$ cat config.mk
export PLATFORM = sky130hd
export DESIGN_NAME = multiplier_3bit
export DESIGN_NICKNAME = d
export VERILOG_FILES = /design/src/rtl/multiplier_3bit.sv
export SDC_FILE = /design/constraint.sdc
export NUM_CORES = 1
export LEC_CHECK = 0
export CAP_MARGIN = 20
export CORE_AREA = 3 3 55 57
export CTS_CLUSTER_DIAMETER = 40
export DETAILED_ROUTE_END_ITERATION = 10
export DIE_AREA = 0 0 58 60
export GPL_TIMING_DRIVEN = 0
export PLACE_DENSITY_LB_ADDON = 0.25
export SLEW_MARGIN = 20
export SYNTH_ARGS = -nofsm -noshare
export SYNTH_HDL_FRONTEND = slang
export SYNTH_SLANG_ARGS = --single-unit
$ cat constraint.sdc
create_clock -name clk -period 3 [get_ports clk]
set_clock_uncertainty 0.1 [all_clocks]
set_input_delay 0.9 -clock clk [delete_from_list [all_inputs] [get_ports clk]]
set_output_delay 0.9 -clock clk [all_outputs]
set_load 0.005 [all_outputs]
$ cat src/rtl/multiplier_3bit.sv
// Sequential unsigned shift-and-add multiplier, one partial
// product per cycle, start/done handshake, registered outputs.
module multiplier_3bit #(
  parameter int WIDTH = 3
) (
  input  logic [WIDTH-1:0]   multiplicand,
  input  logic [WIDTH-1:0]   multiplier,
  input  logic               start,
  input  logic               clk,
  output logic               done,
  output logic [2*WIDTH-1:0] product,
  input  logic               rst_n
);

  localparam int CW = $clog2(WIDTH);
  localparam int PW = 2 * WIDTH;

  typedef enum logic {
    S_IDLE = 1'b0,
    S_BUSY = 1'b1
  } state_t;

  state_t          r_state;
  state_t          w_state_nxt;
  logic [WIDTH-1:0] r_a;
  logic [WIDTH-1:0] r_b;
  logic [PW-1:0]   r_acc;
  logic [CW-1:0]   r_count;
  logic            r_done;
  logic [PW-1:0]   r_product;

  logic            w_load;
  logic            w_step;
  logic            w_last;
  logic [PW-1:0]   w_a_ext;
  logic [PW-1:0]   w_addend;
  logic [PW-1:0]   w_acc_nxt;

  always_ff @(posedge clk or negedge rst_n) begin
    if (!rst_n) begin
      r_state <= S_IDLE;
    end else begin
      r_state <= w_state_nxt;
    end
  end

  always_comb begin
    w_state_nxt = r_state;
    unique case (r_state)
      S_IDLE: if (start)  w_state_nxt = S_BUSY;
      S_BUSY: if (w_last) w_state_nxt = S_IDLE;
      default:            w_state_nxt = S_IDLE;
    endcase
  end

  always_comb begin
    w_load = 1'b0;
    w_step = 1'b0;
    w_last = 1'b0;
    unique case (r_state)
      S_IDLE: w_load = start;
      S_BUSY: begin
        w_step = 1'b1;
        w_last = (r_count == CW'(WIDTH - 1));
      end
      default: ;
    endcase
  end

  assign w_a_ext   = {{WIDTH{1'b0}}, r_a};
  assign w_addend  = r_b[r_count] ? (w_a_ext << r_count) : '0;
  assign w_acc_nxt = r_acc + w_addend;

  // The final iteration's add goes straight into product.
  always_ff @(posedge clk or negedge rst_n) begin
    if (!rst_n) begin
      r_a       <= '0;
      r_b       <= '0;
      r_acc     <= '0;
      r_count   <= '0;
      r_done    <= 1'b0;
      r_product <= '0;
    end else if (w_load) begin
      r_a     <= multiplicand;
      r_b     <= multiplier;
      r_acc   <= '0;
      r_count <= '0;
      r_done  <= 1'b0;
    end else if (w_step) begin
      r_acc   <= w_acc_nxt;
      r_count <= r_count + 1'b1;
      if (w_last) begin
        r_product <= w_acc_nxt;
        r_done    <= 1'b1;
      end
    end
  end

  assign done    = r_done;
  assign product = r_product;

endmodule

==> out/metrics.yaml, run 1 <==
clock_tree:
  cts.path.max_buffers: 2
  tritoncts: "yes"
  clock_latency_reported_for_the_late_side_of_the_worst_skew_pair_ns: 0.31
  htree_num_levels: 1
  ctsHoldBuffers: 0
  clk_transition_reported_paths_ns: 0.13
  root_buffer: "clkbuf_4"
  cts.repair_timing.setup_buffer_count: 0
  post_cts_resize_count: 0
  clkSinkCount: 22
  cts_made_buffers: 3
drt:
  antenna_left: 0
  drt-total-wl_um: 2270
  drt_pre_antenna_iters: 4
  routed-via-count: 849
  drt_iter0_markers: 16
  drc: 0
  post_drt_wl_per_cell_um: 15.5
  viasPerCell: 5.82
logic_synthesis:
  synth.avg_cell_area_sq_um: 11.7
  synth.area.top_cells: "dfrtp_1 (49%), mux2_2 (12%), ha_1 (6.6%), a22o_1 (3.9%), a21oi_1 (2.2%)"
  synth_cell_types: 30
  number_of_warnings_printed_during_yosys_synthesis: 0
  synth_enable_flop_cells: 0
  mapped_cells: 97
  synth.cells.most_frequent: "dfrtp_1 (22), mux2_2 (12), ha_1 (6), nand2_1 (6)"
  synth.most_common_cell: "dfrtp_1"
  synth-seq-cells: 22
  async_flop_share_pct: 100
  synth_top_cell_by_area: "dfrtp_1"
  post_synth_instance_area_sq_um: 1130
  sequential_share_of_the_synthesized_area_pct: 48.5
  postSynthNetCount: 113
  post-synth-top-area-fraction_pct: 48.5
  synth_top_flop_cell: "dfrtp_1"
timing:
  hold_slack_ns: 0.393
  fin_crit_sh_pct: 81.7
  slew-limit-headroom_pct: 58.4
  slew_violations: 0
  finalHoldViolations: 0
  min_period_ns: 2.45
  rsz_0062_raised_after_global_routing: "false"
  fin_tns_setup_ns: 0
  tightest_slew_ns: 0.622
  setup_viol_count_final: 0
  highest_attainable_clock_frequency_mhz: 408
layout:
  design.final.nets: 133
  n_antenna_cell: 0
  n_fill_cell: 238
  fraction_of_final_layout_cells_with_drive_strength_greater_than_1_pct: 19.0
  synthToLayoutAreaGrowth_pct: 20.7
global_route:
  first_global_vias: 888
  globalRoute.totalOverflow: 0
  grt_pass1_wl_um: 3930
  number_of_antenna_violations_at_the_first_check_in_global_routing: 0
  grt_usage_pct: 15.2
  grt_start_max_net_pins: 23
place:
  dp_hpwl_um: 1730
  placement.io_buffers: 15
  globalplace.congestion: 0.774
power:
  p_per_area_nw_per_um2: 1060
  ir_drop_mv: 0.529
  power.total_w: 0.00145
  leakage_nw: 0.655
critical_path:
  cp_slowest_cell: "dfrtp_1"
  timing.critical_path.from: "r_count[1]$_DFFE_PN0P_"
  worst-endpoint-arrival_ns: 2.58
  max_fo_critical_path: 7
  r2r_setup_slack_ns: 0.55
  worst_path_class_setup: "reg2reg"
  timing.rr.end: "product[5]$_DFFE_PN0P_"
  cp_slowest_stage_delay_ns: 0.50
  rr_startpoint: "r_count[1]$_DFFE_PN0P_"
  r2r.worst_path.cells: 9
  worstPathCellList: "mux2i_1 -> nor2_1 -> a31oi_1 -> a21oi_1 -> ha_1 -> o21a_2 -> and2_4 -> o311a_1 -> o31ai_1"
  start_kind: "flop"
  number_of_logic_stages_on_the_critical_path_including_buffering: 9
  kind_of_cell_adding_the_most_delay_to_the_critical_path: "compound AO/OA/AOI/OAI gates"
  worst-path-buf-inv: 0
  crit_required_ns: 3.13
  crit_path_end: "product[5]$_DFFE_PN0P_"
  crit_path_end_kind: "flop"
worst_hold_path:
  hold-path-cell-count: 2
  hold_class: "reg2reg"
floorplan:
  die_height_um: 60
  chipWidth_um: 58
  ioPinCount: 16
  start_util_pct: 45.0
  die_area_sq_um: 3480
  standard_cell_rows: 18
  core_area_sq_um: 2520
outcome:
  outcome: "finished clean"
job:
  drv.max_cap_violation_count: 0
routing by layer:
metal / GRT usage (%) / wire [um]
met5: 0 / 0
met4: 8.94 / 57
met3: 1.94 / 119
met2: 26.8 / 1170
met1: 17.7 / 925
worst min path at each step:
| stage | slack, ns | to | start |
|---|---|---|---|
| finish | 0.39 | product[3]$_DFFE_PN0P_ | product[3]$_DFFE_PN0P_ |
| global route | 0.43 | product[0]$_DFFE_PN0P_ | product[0]$_DFFE_PN0P_ |
| CTS | 0.40 | product[3]$_DFFE_PN0P_ | product[3]$_DFFE_PN0P_ |
| detailed placement | 0.37 | product[3]$_DFFE_PN0P_ | product[3]$_DFFE_PN0P_ |
| global placement | 0.36 | product[3]$_DFFE_PN0P_ | product[3]$_DFFE_PN0P_ |
| floorplan | 0.37 | r_acc[0]$_DFFE_PN0P_ | r_acc[0]$_DFFE_PN0P_ |
power breakdown:
| part | total [W] | switching (W) | internal (W) |
|---|---|---|---|
| combinational | 0.000677 | 0.000309 | 0.000368 |
| clock | 0.000228 | 0.0000931 | 0.000135 |
| sequential | 0.000545 | 0.000115 | 0.000430 |
| total | 0.00145 | 0.000517 | 0.000933 |
cells in the final DEF (no fill, tap or decap):
cell,netlist,routed
clkbuf_4,0,3
o311a_1,1,1
nor2_1,4,4
bufinv_16,0,1
a211o_1,2,2
fa_1,1,1
clkdlybuf4s50_1,0,14
mux2i_1,1,1
inv_1,3,3
nand2_1,6,6
xor2_1,1,1
o31ai_1,3,3
o311ai_0,1,1
buf_2,0,1
a21o_1,1,1
or2_2,1,1
xnor2_1,1,1
and3_1,1,1
a22o_1,5,5
and4_1,2,2
clkbuf_1,2,2
mux2_2,12,12
nand3_1,4,4
ha_1,6,6
dfrtp_1,22,22
o21ai_0,2,2
a211oi_1,2,2
a21o_2,2,2
and2_4,1,1
o21a_2,1,1
a21oi_1,5,5
nand2b_1,1,1
a31oi_1,1,1
nor2b_1,2,2
cell families (layout without fill, tap and decap cells):
logic type | after synthesis | in the layout | share of synthesized area [%]
compound gates | 26 | 26 | 17.0
flops | 22 | 22 | 48.5
simple gates | 22 | 22 | 10.1
mux | 13 | 13 | 12.8
fa+ha+maj | 7 | 7 | 8.38
buf+inv | 5 | 24 | 1.65
xor+xnor | 2 | 2 | 1.54
registers in the layout, indices dropped and copies added, names as in the netlist:
signal,count
r_a,3
r_state,1
r_count,2
r_acc,6
product,6
r_b,3
done,1
metrics by stage:
stage	worst slack (ns)	cell area [sq um]	utilization (%)	cells
detailed placement	0.532	1320	52.4	142
global placement	0.577	1320	52.4	142
global route	0.326	1370	54.3	146
finish	0.550	1370	54.3	146
floorplan	0.781	1130	-	97
CTS	0.550	1380	54.5	146
worst reg2reg max path, stage by stage (launching register included):
cell	delay, ns
dfrtp_1	0.50
mux2i_1	0.23
nor2_1	0.05
a31oi_1	0.19
a21oi_1	0.07
ha_1	0.34
o21a_2	0.24
and2_4	0.16
o311a_1	0.29
o31ai_1	0.19
layout make-up:
cell class	count	area [sq um]	share of cell area, %
multi-input cells	70	566	41.3
plain buffers	2	7.51	0.548
well taps	30	37.5	2.74
repair buffers	15	145	10.6
flip-flops and latches	22	551	40.2
clock buffers	3	22.5	1.64
clock inverters	1	30.0	2.19
inverters	3	11.3	0.822
(Power assumes the default switching activity.)
==> inputs of run 2 (changes only) <==
==> constraint.sdc (replaced) <==
create_clock -name clk -period 2.5 [get_ports clk]
set_clock_uncertainty 0.1 [all_clocks]
set_input_delay 0.75 -clock clk [delete_from_list [all_inputs] [get_ports clk]]
set_output_delay 0.75 -clock clk [all_outputs]
set_load 0.005 [all_outputs]
==> run 2 against run 1 <==
- non-clock buffer count up 2
- worst hold slack got worse by 0.12 ns
- sequential share of layout area is 0.58 points lower
- design area rose by 1.9%
- register-to-register slack lost 0.45 ns
- die area stayed put
- cell count up 1.4%
- worst setup slack worse by 0.45 ns
- count of clock-buffer cells in the layout unchanged
- critical path type unchanged
- highest routed layer unchanged
==> out/metrics.yaml, run 2 (synthesis results as in run 1) <==
drt:
  drc: 0  # unchanged
  antenna_left: 0  # unchanged
  drt_pre_antenna_iters: 4  # unchanged
  routed-via-count: 864  # +1.8%
  viasPerCell: 5.84  # +0.39%
  drt-total-wl_um: 2320  # +2.3%
  drt_iter0_markers: 13  # -3
  post_drt_wl_per_cell_um: 15.7  # +0.95%
clock_tree:
  cts_made_buffers: 3  # unchanged
  clock_latency_reported_for_the_late_side_of_the_worst_skew_pair_ns: 0.31  # about the same
  clk_transition_reported_paths_ns: 0.13  # about the same
  htree_num_levels: 1  # unchanged
  cts.path.max_buffers: 2  # unchanged
  ctsHoldBuffers: 0  # unchanged
  root_buffer: "clkbuf_4"
  tritoncts: "yes"
  clkSinkCount: 22  # unchanged
layout:
  fraction_of_final_layout_cells_with_drive_strength_greater_than_1_pct: 23.7  # +4.8 points
  final_common_cell: "dfrtp_1"
  mostFrequentLayoutCells: "dfrtp_1 (20), clkdlybuf4s50_1 (14), mux2_2 (12)"
  synthToLayoutAreaGrowth_pct: 23.0
  n_antenna_cell: 0  # unchanged
  design.final.nets: 135  # +1.5%
critical_path:
  start_kind: "flop"
  cp_slowest_cell: "dfrtp_2"
  cp_slowest_stage_delay_ns: 0.45  # -0.05 ns
  worst_path_class_setup: "reg2reg"
  worst-endpoint-arrival_ns: 2.54  # -0.04 ns
  max_fo_critical_path: 7  # unchanged
  crit_path_end_kind: "flop"
  crit_required_ns: 2.64  # -0.49 ns
  timing.critical_path.from: "r_count[1]$_DFFE_PN0P_"
  worstPathCellList: "mux2i_1 -> nor2_1 -> a31oi_1 -> a21oi_1 -> ha_1 -> o21a_2 -> and2_4 -> o311a_1 -> o31ai_2"
  rr_startpoint: "r_count[1]$_DFFE_PN0P_"
  r2r_setup_slack_ns: 0.10  # -0.45 ns
floorplan:
  die_area_sq_um: 3480  # unchanged
  ioPinCount: 16  # unchanged
  start_util_pct: 45.0  # unchanged
  chipWidth_um: 58  # unchanged
  die_height_um: 60  # unchanged
  core_area_sq_um: 2520  # unchanged
  standard_cell_rows: 18  # unchanged
power:
  netSwitchingFraction_pct: 35.7  # about the same
  leakage_nw: 0.664  # +1.4%
  pwr-share-comb_pct: 48.0  # +1.3 points
  power.clock.fraction_pct: 15.3  # -0.4 points
  ir_drop_mv: 0.641  # +21%
  p_switching_w: 0.000639  # +24%
  p_per_area_nw_per_um2: 1280  # +21%
  power.total_w: 0.00179  # +24%
  power.internal_w: 0.00115  # +24%
  seqPwrFrac_pct: 36.7  # -0.9 points
global_route:
  grt_start_max_net_pins: 23  # unchanged
  grt_pass1_wl_um: 3930  # unchanged
  first_global_vias: 888  # unchanged
  grt_usage_pct: 15.2  # unchanged
  globalRoute.totalOverflow: 0  # unchanged
  number_of_antenna_violations_at_the_first_check_in_global_routing: 0  # unchanged
timing:
  tightest_slew_ns: 0.631  # +0.00837 ns
  setup_viol_count_final: 0  # unchanged
  rsz_0062_raised_after_global_routing: "true"
  hold_slack_ns: 0.272  # -0.121 ns
  highest_attainable_clock_frequency_mhz: 417  # +2.1%
  finalHoldViolations: 0  # unchanged
  slew_violations: 0  # unchanged
  slew-limit-headroom_pct: 57.8  # -0.56 points
  worst_slack_ns: 0.101  # -0.449 ns
  min_period_ns: 2.40  # -0.0509 ns
  fin_crit_sh_pct: 96.0  # +14 points
place:
  placement.io_buffers: 15  # unchanged
  globalplace.congestion: 0.774  # unchanged
  dp_hpwl_um: 1730  # unchanged
  place_worst_setup_slack_ns: 0.0860  # -0.446 ns
job:
  drv.max_cap_violation_count: 0  # unchanged
worst_hold_path:
  hold_class: "in2async"
outcome:
  outcome: "finished clean"
## run 2: changes by cell type in the layout (fill, tap and decap cells not counted)
cell | before | now
o31ai_2 | 0 | 1
buf_4 | 0 | 2
a21oi_1 | 5 | 4
a21oi_2 | 0 | 1
o31ai_1 | 3 | 2
dfrtp_2 | 0 | 2
dfrtp_1 | 22 | 20
## run 2: worst paths after layout
kind | depth (start not counted) | to
setup reg to reg | 9 | product[5]$_DFFE_PN0P_
hold / removal | 1 | r_acc[3]$_DFFE_PN0P_
hold reg to reg | 2 | product[3]$_DFFE_PN0P_
max in group asynchronous | 1 | r_count[0]$_DFFE_PN0P_
setup / recovery | 9 | product[5]$_DFFE_PN0P_
min in group clk | 2 | product[3]$_DFFE_PN0P_
## run 2: worst max-delay path, delay by kind of cell, from the launching register on
| family | cells | cell delay (ns) |
|---|---|---|
| DFF | 1 | 0.45 |
| adders and majority gates | 1 | 0.35 |
| and+or+nand+nor | 2 | 0.21 |
| AOI/OAI and AO/OA | 5 | 1.00 |
| muxes | 1 | 0.21 |
## run 2: power groups by stage
stage                     clock network [W]  logic [W]  registers [W]
after floorplan                           0   0.000576       0.000629
after global placement                    0   0.000771       0.000648
after detailed placement                  0   0.000815       0.000663
after CTS                          0.000279   0.000825       0.000654
after global routing               0.000299   0.000960       0.000681
final                              0.000275   0.000859       0.000657
## run 2: area by class of cell
class	instances	area [sq um]
fillers	240	1130
inverters	3	11.3
plain buffers	2	7.51
flip-flops and latches	22	553
well taps	30	37.5
clock inverters	1	30.0
multi-input cells	70	574
repair buffers	17	160
clock buffers	3	22.5
## run 2: per-stage QoR
step	TNS, ns	cell area [sq um]	cells	util, %
6_report	0	1400	148	55.4
5_1_grt	-0.0632	1400	148	55.4
4_1_cts	0	1380	146	54.5
3_5_place_dp	0	1320	142	52.4
3_3_place_gp	0	1320	142	52.4
2_1_floorplan	0	1130	97	-
## run 2: routing by layer
layer / vias up / GRT usage [%] / share of wire [%]
li1: 404 / - / -
met1: 424 / 17.7 / 40
met2: 29 / 26.8 / 52
met3: 7 / 1.94 / 5.4
met4: 0 / 8.94 / 2.5
met5: - / 0 / 0
## run 2: what timing repair did
| action | CTS | global route |
|---|---|---|
| setup buffers | 0 | 2 |
| endpoints found under the setup margin | 0 | 3 |
| resized for setup | 0 | 4 |
==> inputs of run 3 (changes only) <==
--- a/config.mk
+++ b/config.mk
@@ -7,6 +7,7 @@
 export LEC_CHECK = 0
 export CAP_MARGIN = 20
 export CORE_AREA = 3 3 55 57
+export CTS_BUF_LIST = sky130_fd_sc_hd__clkbuf_16
 export CTS_CLUSTER_DIAMETER = 40
 export DETAILED_ROUTE_END_ITERATION = 10
 export DIE_AREA = 0 0 58 60
==> run 3 against run 2 <==
- combinational power hardly changed
- first-iteration DRC count rose by 38%
- largest cell class unchanged
- power up 9.9%
- highest routed layer unchanged
- non-clock buffer count stayed put
==> out/metrics.yaml, run 3 (synthesis results as in run 1) <==
outcome:
  outcome: "finished clean"
drt:
  routed-via-count: 860  # -0.46%
  drt_iter0_markers: 18  # +5
  viasPerCell: 5.81  # -0.46%
  drc: 0  # unchanged
  drt_pre_antenna_iters: 5  # +1
  antenna_left: 0  # unchanged
  drt-total-wl_um: 2390  # +2.7%
  post_drt_wl_per_cell_um: 16.1  # +2.7%
critical_path:
  crit_path_end_kind: "flop"
  crit_required_ns: 2.57  # -0.07 ns
  max_fo_critical_path: 6  # -1
  rr_startpoint: "r_count[1]$_DFFE_PN0P_"
  worst_path_class_setup: "reg2reg"
  r2r_setup_slack_ns: 0.13  # +0.03 ns
  start_kind: "flop"
  worst-endpoint-arrival_ns: 2.44  # -0.10 ns
  r2r.worst_path.cells: 9  # unchanged
  timing.rr.end: "product[5]$_DFFE_PN0P_"
clock_tree:
  tritoncts: "yes"
  clkSinkCount: 22  # unchanged
  root_buffer: "clkbuf_16"
  clock_latency_reported_for_the_late_side_of_the_worst_skew_pair_ns: 0.25  # -0.06 ns
  htree_num_levels: 1  # unchanged
  cts_made_buffers: 3  # unchanged
  clk_transition_reported_paths_ns: 0.06  # -0.07 ns
  cts.path.max_buffers: 2  # unchanged
power:
  p_per_area_nw_per_um2: 1360  # +5.9%
  ir_drop_mv: 0.728  # +14%
  leakage_nw: 0.688  # +3.5%
  power.total_w: 0.00197  # +9.9%
layout:
  design.final.nets: 135  # unchanged
  fraction_of_final_layout_cells_with_drive_strength_greater_than_1_pct: 23.7  # unchanged
  synthToLayoutAreaGrowth_pct: 27.7
  fin_area_sq_um: 1450  # +3.8%
  mostFrequentLayoutCells: "dfrtp_1 (20), clkdlybuf4s50_1 (14), mux2_2 (12)"
  final_common_cell: "dfrtp_1"
  n_antenna_cell: 0  # unchanged
place:
  dp_hpwl_um: 1730  # unchanged
  placement.io_buffers: 15  # unchanged
  place_area_sq_um: 1320  # unchanged
  globalplace.congestion: 0.774  # unchanged
floorplan:
  chipWidth_um: 58  # unchanged
  die_height_um: 60  # unchanged
  die_area_sq_um: 3480  # unchanged
  core_area_sq_um: 2520  # unchanged
  standard_cell_rows: 18  # unchanged
  start_util_pct: 45.0  # unchanged
  ioPinCount: 16  # unchanged
timing:
  fin_crit_sh_pct: 94.9  # -1.1 points
  hold_slack_ns: 0.349  # +0.0774 ns
  setup_viol_count_final: 0  # unchanged
  highest_attainable_clock_frequency_mhz: 422  # +1.2%
  slew-limit-headroom_pct: 58.6  # +0.78 points
  finalHoldViolations: 0  # unchanged
  tightest_slew_ns: 0.619  # -0.0116 ns
  slew_violations: 0  # unchanged
  min_period_ns: 2.37  # -0.0276 ns
global_route:
  grt_start_max_net_pins: 23  # unchanged
  number_of_antenna_violations_at_the_first_check_in_global_routing: 0  # unchanged
  globalRoute.totalOverflow: 0  # unchanged
  grt_usage_pct: 15.3  # +0.14 points
  first_global_vias: 900  # +1.4%
  grt_pass1_wl_um: 4050  # +3.0%
job:
  drv.max_cap_violation_count: 0  # unchanged
worst_hold_path:
  hold_class: "in2async"
## run 3: timing repair
action / 4_1_cts / 5_1_grt
setup endpoints to repair: 0 / 3
hold buffers: 0 / 0
gates resized for setup: 0 / 4
setup buffers: 0 / 2
## run 3: per-layer routing
layer	vias up	GRT usage [%]	share of wire [%]
met2	27	27.6	51
met4	0	6.95	1.5
li1	407	-	-
met1	420	17.8	43
met5	-	0	0
met3	6	2.59	4.8
## run 3: worst max-delay path, stage by stage (launching register included)
cell and delay (ns):
dfrtp_2 0.42, mux2i_1 0.20, nor2_1 0.05, a31oi_1 0.21, a21oi_1 0.08, ha_1 0.34
o21a_2 0.24, and2_4 0.17, o311a_1 0.30, o31ai_2 0.17
## run 3: area by class of cell
type	count	area [sq um]
multi-input cells	70	574
well taps	30	37.5
clock inverters	1	30.0
inverters	3	11.3
flip-flops and latches	22	553
repair buffers	17	160
clock buffers	3	75.1
plain buffers	2	7.51
fillers	229	1070
## run 3: worst max-delay path by stage
stage	start	slack, ns	cells after the start	endpoint
2_1_floorplan	r_count[1]$_DFFE_PN0P_	0.28	8	product[5]$_DFFE_PN0P_
5_1_grt	r_count[1]$_DFFE_PN0P_	-0.001	9	product[5]$_DFFE_PN0P_
3_3_place_gp	r_count[1]$_DFFE_PN0P_	0.16	8	product[4]$_DFFE_PN0P_
6_report	r_count[1]$_DFFE_PN0P_	0.13	9	product[5]$_DFFE_PN0P_
3_5_place_dp	r_count[1]$_DFFE_PN0P_	0.09	9	product[5]$_DFFE_PN0P_
4_1_cts	r_count[1]$_DFFE_PN0P_	0.07	9	product[5]$_DFFE_PN0P_
## run 3: metrics by stage
stage	setup TNS (ns)	cells	utilization, %	worst slack, ns
after floorplan	0	97	-	0.281
after global placement	0	142	52.4	0.159
after detailed placement	0	142	52.4	0.0860
after CTS	0	146	56.6	0.0678
after global routing	-0.00145	148	57.4	-0.00145
final	0	148	57.4	0.128
## run 3: where the power goes
group	switching, W	internal [W]	leakage, nW
registers	0.000138	0.000521	0.270
clock network	0.000135	0.000318	0.0511
logic	0.000391	0.000465	0.367
total	0.000664	0.00130	0.688
